`src/rtl/traffic_pkg.sv`:
```
// Shared lamp encodings, phase and target types for the intersection arbiter.
package traffic_pkg;

  localparam logic [2:0] LAMP_R = 3'b100;
  localparam logic [2:0] LAMP_Y = 3'b010;
  localparam logic [2:0] LAMP_G = 3'b001;

  typedef enum logic [2:0] {
    MAIN_GREEN  = 3'd0,
    MAIN_YELLOW = 3'd1,
    ALLRED_IN   = 3'd2,
    SIDE_GREEN  = 3'd3,
    SIDE_YELLOW = 3'd4,
    WALK        = 3'd5,
    ALLRED_OUT  = 3'd6
  } phase_t;

  typedef enum logic {
    TGT_SIDE = 1'b0,
    TGT_WALK = 1'b1
  } target_t;

  // Packed as {main, side, walk}.
  function automatic logic [6:0] lamps_of(phase_t p);
    case (p)
      MAIN_GREEN:  lamps_of = {LAMP_G, LAMP_R, 1'b0};
      MAIN_YELLOW: lamps_of = {LAMP_Y, LAMP_R, 1'b0};
      SIDE_GREEN:  lamps_of = {LAMP_R, LAMP_G, 1'b0};
      SIDE_YELLOW: lamps_of = {LAMP_R, LAMP_Y, 1'b0};
      WALK:        lamps_of = {LAMP_R, LAMP_R, 1'b1};
      default:     lamps_of = {LAMP_R, LAMP_R, 1'b0};
    endcase
  endfunction

endpackage

```
`src/rtl/tick_gen.sv`:
```
// Phase time-base prescaler: one-cycle tick every TICK_DIV clocks, realigned by restart.
module tick_gen #(
  parameter int TICK_DIV = 50_000_000
) (
  input  logic clk,
  input  logic rst_n,
  input  logic restart,
  output logic tick
);

  localparam int W = (TICK_DIV > 2) ? $clog2(TICK_DIV) : 1;
  localparam logic [W-1:0] LAST = W'(TICK_DIV - 1);

  logic [W-1:0] cnt;

  assign tick = (cnt == LAST);

  always_ff @(posedge clk or negedge rst_n) begin
    if (!rst_n) begin
      cnt <= '0;
    end else if (restart || tick) begin
      cnt <= '0;
    end else begin
      cnt <= cnt + 1'b1;
    end
  end

endmodule

```
`src/rtl/intersection_arbiter.sv`:
```
// Timed phase scheduler sharing an intersection between main road, side road and pedestrians.
// Lamps are registered from the next state so they switch on the same edge as the phase.
module intersection_arbiter
  import traffic_pkg::*;
#(
  parameter int TICK_DIV    = 50_000_000,
  parameter int T_MIN_GREEN = 6,
  parameter int T_EXT       = 3,
  parameter int T_YELLOW    = 2,
  parameter int T_ALLRED    = 1,
  parameter int T_WALK      = 3,
  parameter int CNT_W       = 8
) (
  input  logic       clk,
  input  logic       rst_n,
  input  logic       sensor,
  input  logic       button_walk,
  output logic [2:0] light_main,
  output logic [2:0] light_side,
  output logic       light_walk,
  output logic       walk_pending,
  output logic [2:0] phase
);

  localparam logic [CNT_W-1:0] D_MG  = CNT_W'(T_MIN_GREEN);
  localparam logic [CNT_W-1:0] D_EXT = CNT_W'(T_EXT);
  localparam logic [CNT_W-1:0] D_Y   = CNT_W'(T_YELLOW);
  localparam logic [CNT_W-1:0] D_AR  = CNT_W'(T_ALLRED);
  localparam logic [CNT_W-1:0] D_W   = CNT_W'(T_WALK);

  phase_t           state, nxt;
  target_t          target;
  logic [CNT_W-1:0] cnt, dur;
  logic             tick, done, moving, ext_go, ext_used;
  logic             both, prio, pick_walk;

  tick_gen #(.TICK_DIV(TICK_DIV)) u_tick (
    .clk     (clk),
    .rst_n   (rst_n),
    .restart (moving),
    .tick    (tick)
  );

  always_comb begin
    dur = D_AR;
    case (state)
      MAIN_GREEN:              dur = D_MG;
      MAIN_YELLOW, SIDE_YELLOW: dur = D_Y;
      SIDE_GREEN:              dur = ext_used ? D_EXT : D_MG;
      WALK:                    dur = D_W;
      default:                 dur = D_AR;
    endcase
  end

  // >= lets the saturated main-green counter keep exiting on any later tick.
  assign done      = tick && (cnt >= dur - 1'b1);
  assign pick_walk = walk_pending && (!sensor || !prio);
  assign ext_go    = (state == SIDE_GREEN) && done && sensor && !ext_used;
  assign moving    = (nxt != state);

  always_comb begin
    nxt = state;
    case (state)
      MAIN_GREEN:  if (done && (walk_pending || sensor)) nxt = MAIN_YELLOW;
      MAIN_YELLOW: if (done) nxt = ALLRED_IN;
      ALLRED_IN:   if (done) nxt = (target == TGT_WALK) ? WALK : SIDE_GREEN;
      SIDE_GREEN:  if (done && (ext_used || !sensor)) nxt = SIDE_YELLOW;
      SIDE_YELLOW: if (done) nxt = ALLRED_OUT;
      WALK:        if (done) nxt = ALLRED_OUT;
      ALLRED_OUT:  if (done) nxt = MAIN_GREEN;
      default:     nxt = MAIN_GREEN;
    endcase
  end

  always_ff @(posedge clk or negedge rst_n) begin
    if (!rst_n) begin
      state        <= MAIN_GREEN;
      cnt          <= '0;
      ext_used     <= 1'b0;
      target       <= TGT_SIDE;
      both         <= 1'b0;
      prio         <= 1'b0;
      walk_pending <= 1'b0;
      light_main   <= LAMP_G;
      light_side   <= LAMP_R;
      light_walk   <= 1'b0;
      phase        <= 3'd0;
    end else begin
      state <= nxt;
      {light_main, light_side, light_walk} <= lamps_of(nxt);
      phase <= nxt;

      if (moving || ext_go) begin
        cnt <= '0;
      end else if (tick && !(state == MAIN_GREEN && cnt == D_MG)) begin
        cnt <= cnt + 1'b1;
      end

      if (moving) begin
        ext_used <= 1'b0;
      end else if (ext_go) begin
        ext_used <= 1'b1;
      end

      if (state == MAIN_GREEN && moving) begin
        target <= pick_walk ? TGT_WALK : TGT_SIDE;
        both   <= walk_pending && sensor;
      end

      if (state == ALLRED_IN && moving && both) begin
        prio <= ~prio;
      end

      // Entering WALK clears the request even if the button is held that cycle.
      if (nxt == WALK && state != WALK) begin
        walk_pending <= 1'b0;
      end else if (button_walk && state != WALK) begin
        walk_pending <= 1'b1;
      end
    end
  end

endmodule

```
`config.mk`:
```
export PLATFORM = sky130hd
export DESIGN_NAME = intersection_arbiter
export DESIGN_NICKNAME = d
export VERILOG_FILES = /design/src/rtl/traffic_pkg.sv /design/src/rtl/tick_gen.sv /design/src/rtl/intersection_arbiter.sv
export SDC_FILE = /design/constraint.sdc
export NUM_CORES = 1
export LEC_CHECK = 0
export CORE_UTILIZATION = 45
export CTS_BUF_LIST = sky130_fd_sc_hd__clkbuf_2 sky130_fd_sc_hd__clkbuf_4 sky130_fd_sc_hd__clkbuf_8
export CTS_CLUSTER_DIAMETER = 80
export DETAILED_ROUTE_END_ITERATION = 16
export PLACE_DENSITY = 0.65
export SLEW_MARGIN = 20
export SYNTH_ARGS = -nofsm -noshare
export SYNTH_HDL_FRONTEND = slang
export SYNTH_SLANG_ARGS = --single-unit
```
`constraint.sdc`:
```
create_clock -name clk -period 2.62 [get_ports clk]
set_clock_uncertainty 0.05 [all_clocks]
set_input_delay 0.262 -clock clk [delete_from_list [all_inputs] [get_ports clk]]
set_output_delay 0.262 -clock clk [all_outputs]
set_load 0.03 [all_outputs]
```
==> impl_metrics.tcl, run 1 <==
set metrics [dict create \
    worstSetupStartpointType "register" \
    yosys_warnings 0 \
    antenna_found_initial 0 \
    viasPerCell 5.32 \
    path_cells "nand2_1, a21boi_0, ha_1, nand2b_1, a211oi_1, o21ai_1, nor4b_2, buf_4, nor4b_2, a31o_2" \
    grt-ovfl-total 0 \
    end_kind "register" \
    p_sw_w 0.000301 \
    fill_cells 501 \
    min-delay-path-class "in2async" \
    drcViolationCount 0 \
    synth_fp_nets 283 \
    worst_slew_margin_rel 0.651 \
    drtIter0Drc 119 \
    rrSetupSlack_ns 0.24 \
    r2r-start "state[2]$_DFF_PN0_" \
    crit_type "reg2reg" \
    clockBufferDepth 2 \
    syn2layout_area_growth_pct 16.4 \
    synth_flop_cell "dfrtp_1" \
    crit_buf_inv 1 \
    nNetsFinal 308 \
    multi_input_area_um2 1300 \
    grt_max_degree 25 \
    vias 1969 \
    synth_edf_count 0 \
    cts_tree "yes" \
    rr_worst_depth 10 \
    status "complete, no violations" \
    ys_types 45 \
    rsz0062_at_grt "no" \
    initial_core_util 0.467 \
    r2r-end "light_side[1]$_DFF_PN0_" \
    post-cts-setup-buffers 0 \
    synth_area_um2 2570 \
    combPwrFrac 0.033 \
    regArea_um2 1230 \
    core_um2 5510 \
    clock-sinks 49 \
    synthCells 272 \
    grt_pass1_vias 1929 \
    arrival_ns 2.57 \
    setup_viol 0 \
    fmax_mhz 421 \
    place_hpwl_mm 3.63 \
    grt_pass1_wl_mm 9.14 \
    numCtsBuffers 5 \
    tns_ns 0 \
    path_common_cell "nor4b_2" \
    hold_slack_ns 0.336 \
    mostFrequentLayoutCells "nor2_1, dfrtp_1, nand2_1" \
    cpLargestDelayFamily "compound AO/OA/AOI/OAI gates" \
    p_int_w 0.00109 \
    n_antenna_cell 0 \
    seq_power_share 0.553 \
    yosysSeqAreaShare 0.478 \
    synth_area_per_cell_um2 9.45 \
    pwr_density_cell_nw_per_um2 465 \
    port_buffers 14 \
    drt-total-wl_mm 5.02 \
    die_area_um2 6020 \
    track_usage 0.190 \
    pin_count 15 \
    period_minus_slack_ns 2.38 \
    h-tree-depth 2 \
    post-route-period-util 0.907 \
    utilization 0.544 \
    synth-async-reset-ratio 1.00 \
    gp_congestion 0.842 \
    clk_pin_slew_ns 0.09 \
    cp_slowest_cell "dfrtp_2" \
    drtAntennaViolNets 0 \
    max_cap_violations 0 \
    first_pass_iters 4 \
    wire_per_inst_um 13.6 \
    pwr-share-clk 0.414 \
    final_common_cell "nor2_1" \
    critical_path.max_fanout 12 \
    ys_seq_elements 49 \
    drive_gt1_frac 0.131 \
    slew_viol_final 0 \
    clk_latency_ns 0.30 \
    die_y_um 77.6 \
    cts-root-buf "clkbuf_8" \
    leakage_nw 1.27 \
    rows 27 \
    p_sw_frac 0.217 \
    crit_required_ns 2.82 \
    timing.final.hold_violations 0 \
    slowest_delay_ns 0.45 \
    peakVddDrop_uv 280 \
    worst_pin_slew_ns 0.519 \
    die_w_um 77.6 \
]
[what timing repair did]
item                       4_1_cts  5_1_grt
setup endpoints to repair        0        5
hold endpoints to repair        14        0
hold buffers                     1        0
gates resized for setup          0        2
[registers in the layout (all words and copies together), names as in the netlist]
| register | count |
|---|---|
| target | 1 |
| walk_pending | 1 |
| cnt | 8 |
| light_side | 3 |
| state | 3 |
| u_tick.cnt | 26 |
| light_walk | 1 |
| both | 1 |
| light_main | 3 |
| ext_used | 1 |
| prio | 1 |
[per-stage QoR]
stage	cells	power, W	area (µm²)	worst slack [ns]
2_1_floorplan	272	0.000803	2580	0.00980
3_3_place_gp	361	0.000830	2850	0.231
3_5_place_dp	361	0.000831	2850	0.183
4_1_cts	370	0.00141	2980	0.115
5_1_grt	370	0.00144	2990	0.0212
6_report	370	0.00139	2990	0.243
[power groups by stage]
stage | Sequential [W] | Combinational [W] | Clock [W]
final | 0.000770 | 0.0000459 | 0.000576
after global routing | 0.000771 | 0.0000555 | 0.000614
after CTS | 0.000770 | 0.0000476 | 0.000588
after detailed placement | 0.000785 | 0.0000461 | 0
after floorplan | 0.000783 | 0.0000200 | 0
after global placement | 0.000785 | 0.0000455 | 0
[layer usage]
| metal | wire length, µm | up-vias | GRT usage |
|---|---|---|---|
| met2 | 2230 | 20 | 0.291 |
| met4 | 61 | 0 | 0.0509 |
| met3 | 116 | 6 | 0.0388 |
| met1 | 2610 | 954 | 0.272 |
| met5 | 0 | - | 0 |
| li1 | - | 989 | - |
[cell families (layout without fill, tap and decap cells)]
kind of cell               count (synthesis)  count (layout)  synth area share
and+or+nand+nor                          135             135             0.270
DFF                                       49              49             0.478
AOI/OAI and AO/OA                         35              35            0.0891
xor gates and xnor gates                  31              31             0.106
buffers and inverters                     14              40            0.0224
adders and majority gates                  7               7            0.0341
other                                      1               1           0.00146
[synthesized netlist by cell type, types with 2 or more instances]
library cell | count | area [µm²]
buf_2 | 4 | 20.0
nand3_1 | 15 | 75.1
o21a_1 | 3 | 22.5
nor2_1 | 49 | 184
o21ai_0 | 10 | 50.1
a211oi_1 | 3 | 22.5
clkbuf_1 | 5 | 18.8
o21bai_1 | 2 | 15.0
dfstp_2 | 2 | 52.6
ha_1 | 7 | 87.6
and2_1 | 2 | 12.5
nand4_1 | 11 | 68.8
nor4_1 | 2 | 12.5
nand3b_1 | 2 | 15.0
a21boi_0 | 2 | 15.0
a21oi_1 | 8 | 40.0
nor3_1 | 7 | 35.0
xnor2_1 | 12 | 105
inv_1 | 5 | 18.8
dfrtp_1 | 47 | 1180
nand2_1 | 24 | 90.1
and4_1 | 3 | 26.3
nor4b_1 | 2 | 17.5
and3_1 | 4 | 25.0
xor2_1 | 19 | 166
or4_1 | 2 | 15.0
nor2b_1 | 2 | 12.5
[worst max-delay path by stage]
stage | to | depth (start not counted) | slack, ns | startpoint
2_1_floorplan | target$_DFFE_PN0P_ | 12 | 0.01 | state[0]$_DFF_PN0_
3_3_place_gp | light_side[1]$_DFF_PN0_ | 10 | 0.23 | state[2]$_DFF_PN0_
3_5_place_dp | light_side[1]$_DFF_PN0_ | 10 | 0.18 | state[2]$_DFF_PN0_
4_1_cts | light_side[1]$_DFF_PN0_ | 10 | 0.11 | state[2]$_DFF_PN0_
5_1_grt | light_side[1]$_DFF_PN0_ | 11 | 0.02 | ext_used$_DFFE_PN0P_
6_report | light_side[1]$_DFF_PN0_ | 10 | 0.24 | state[2]$_DFF_PN0_
[final cells by class]
cell class,instances,share of cell area
Multi-Input combinational cell,209,0.433
Sequential cell,49,0.412
Timing Repair Buffer,27,0.0786
Tap cell,72,0.0301
Clock buffer,6,0.0276
Clock inverter,2,0.0125
Inverter,5,0.00627
No activity file was read; power rests on OpenSTA's default activity.
==> run 2, diff against run 1 <==
- HOLD_SLACK_MARGIN: default -> 0.06
==> results of run 2 <==
Final layout, timing and power as in run 1 (identical DEF).
==> run 3, diff against run 2 <==
- GPL_ROUTABILITY_DRIVEN: default -> 0
- SLEW_MARGIN: 20 -> 10
==> results of run 3 <==
Final layout, timing and power as in run 1 (identical DEF).
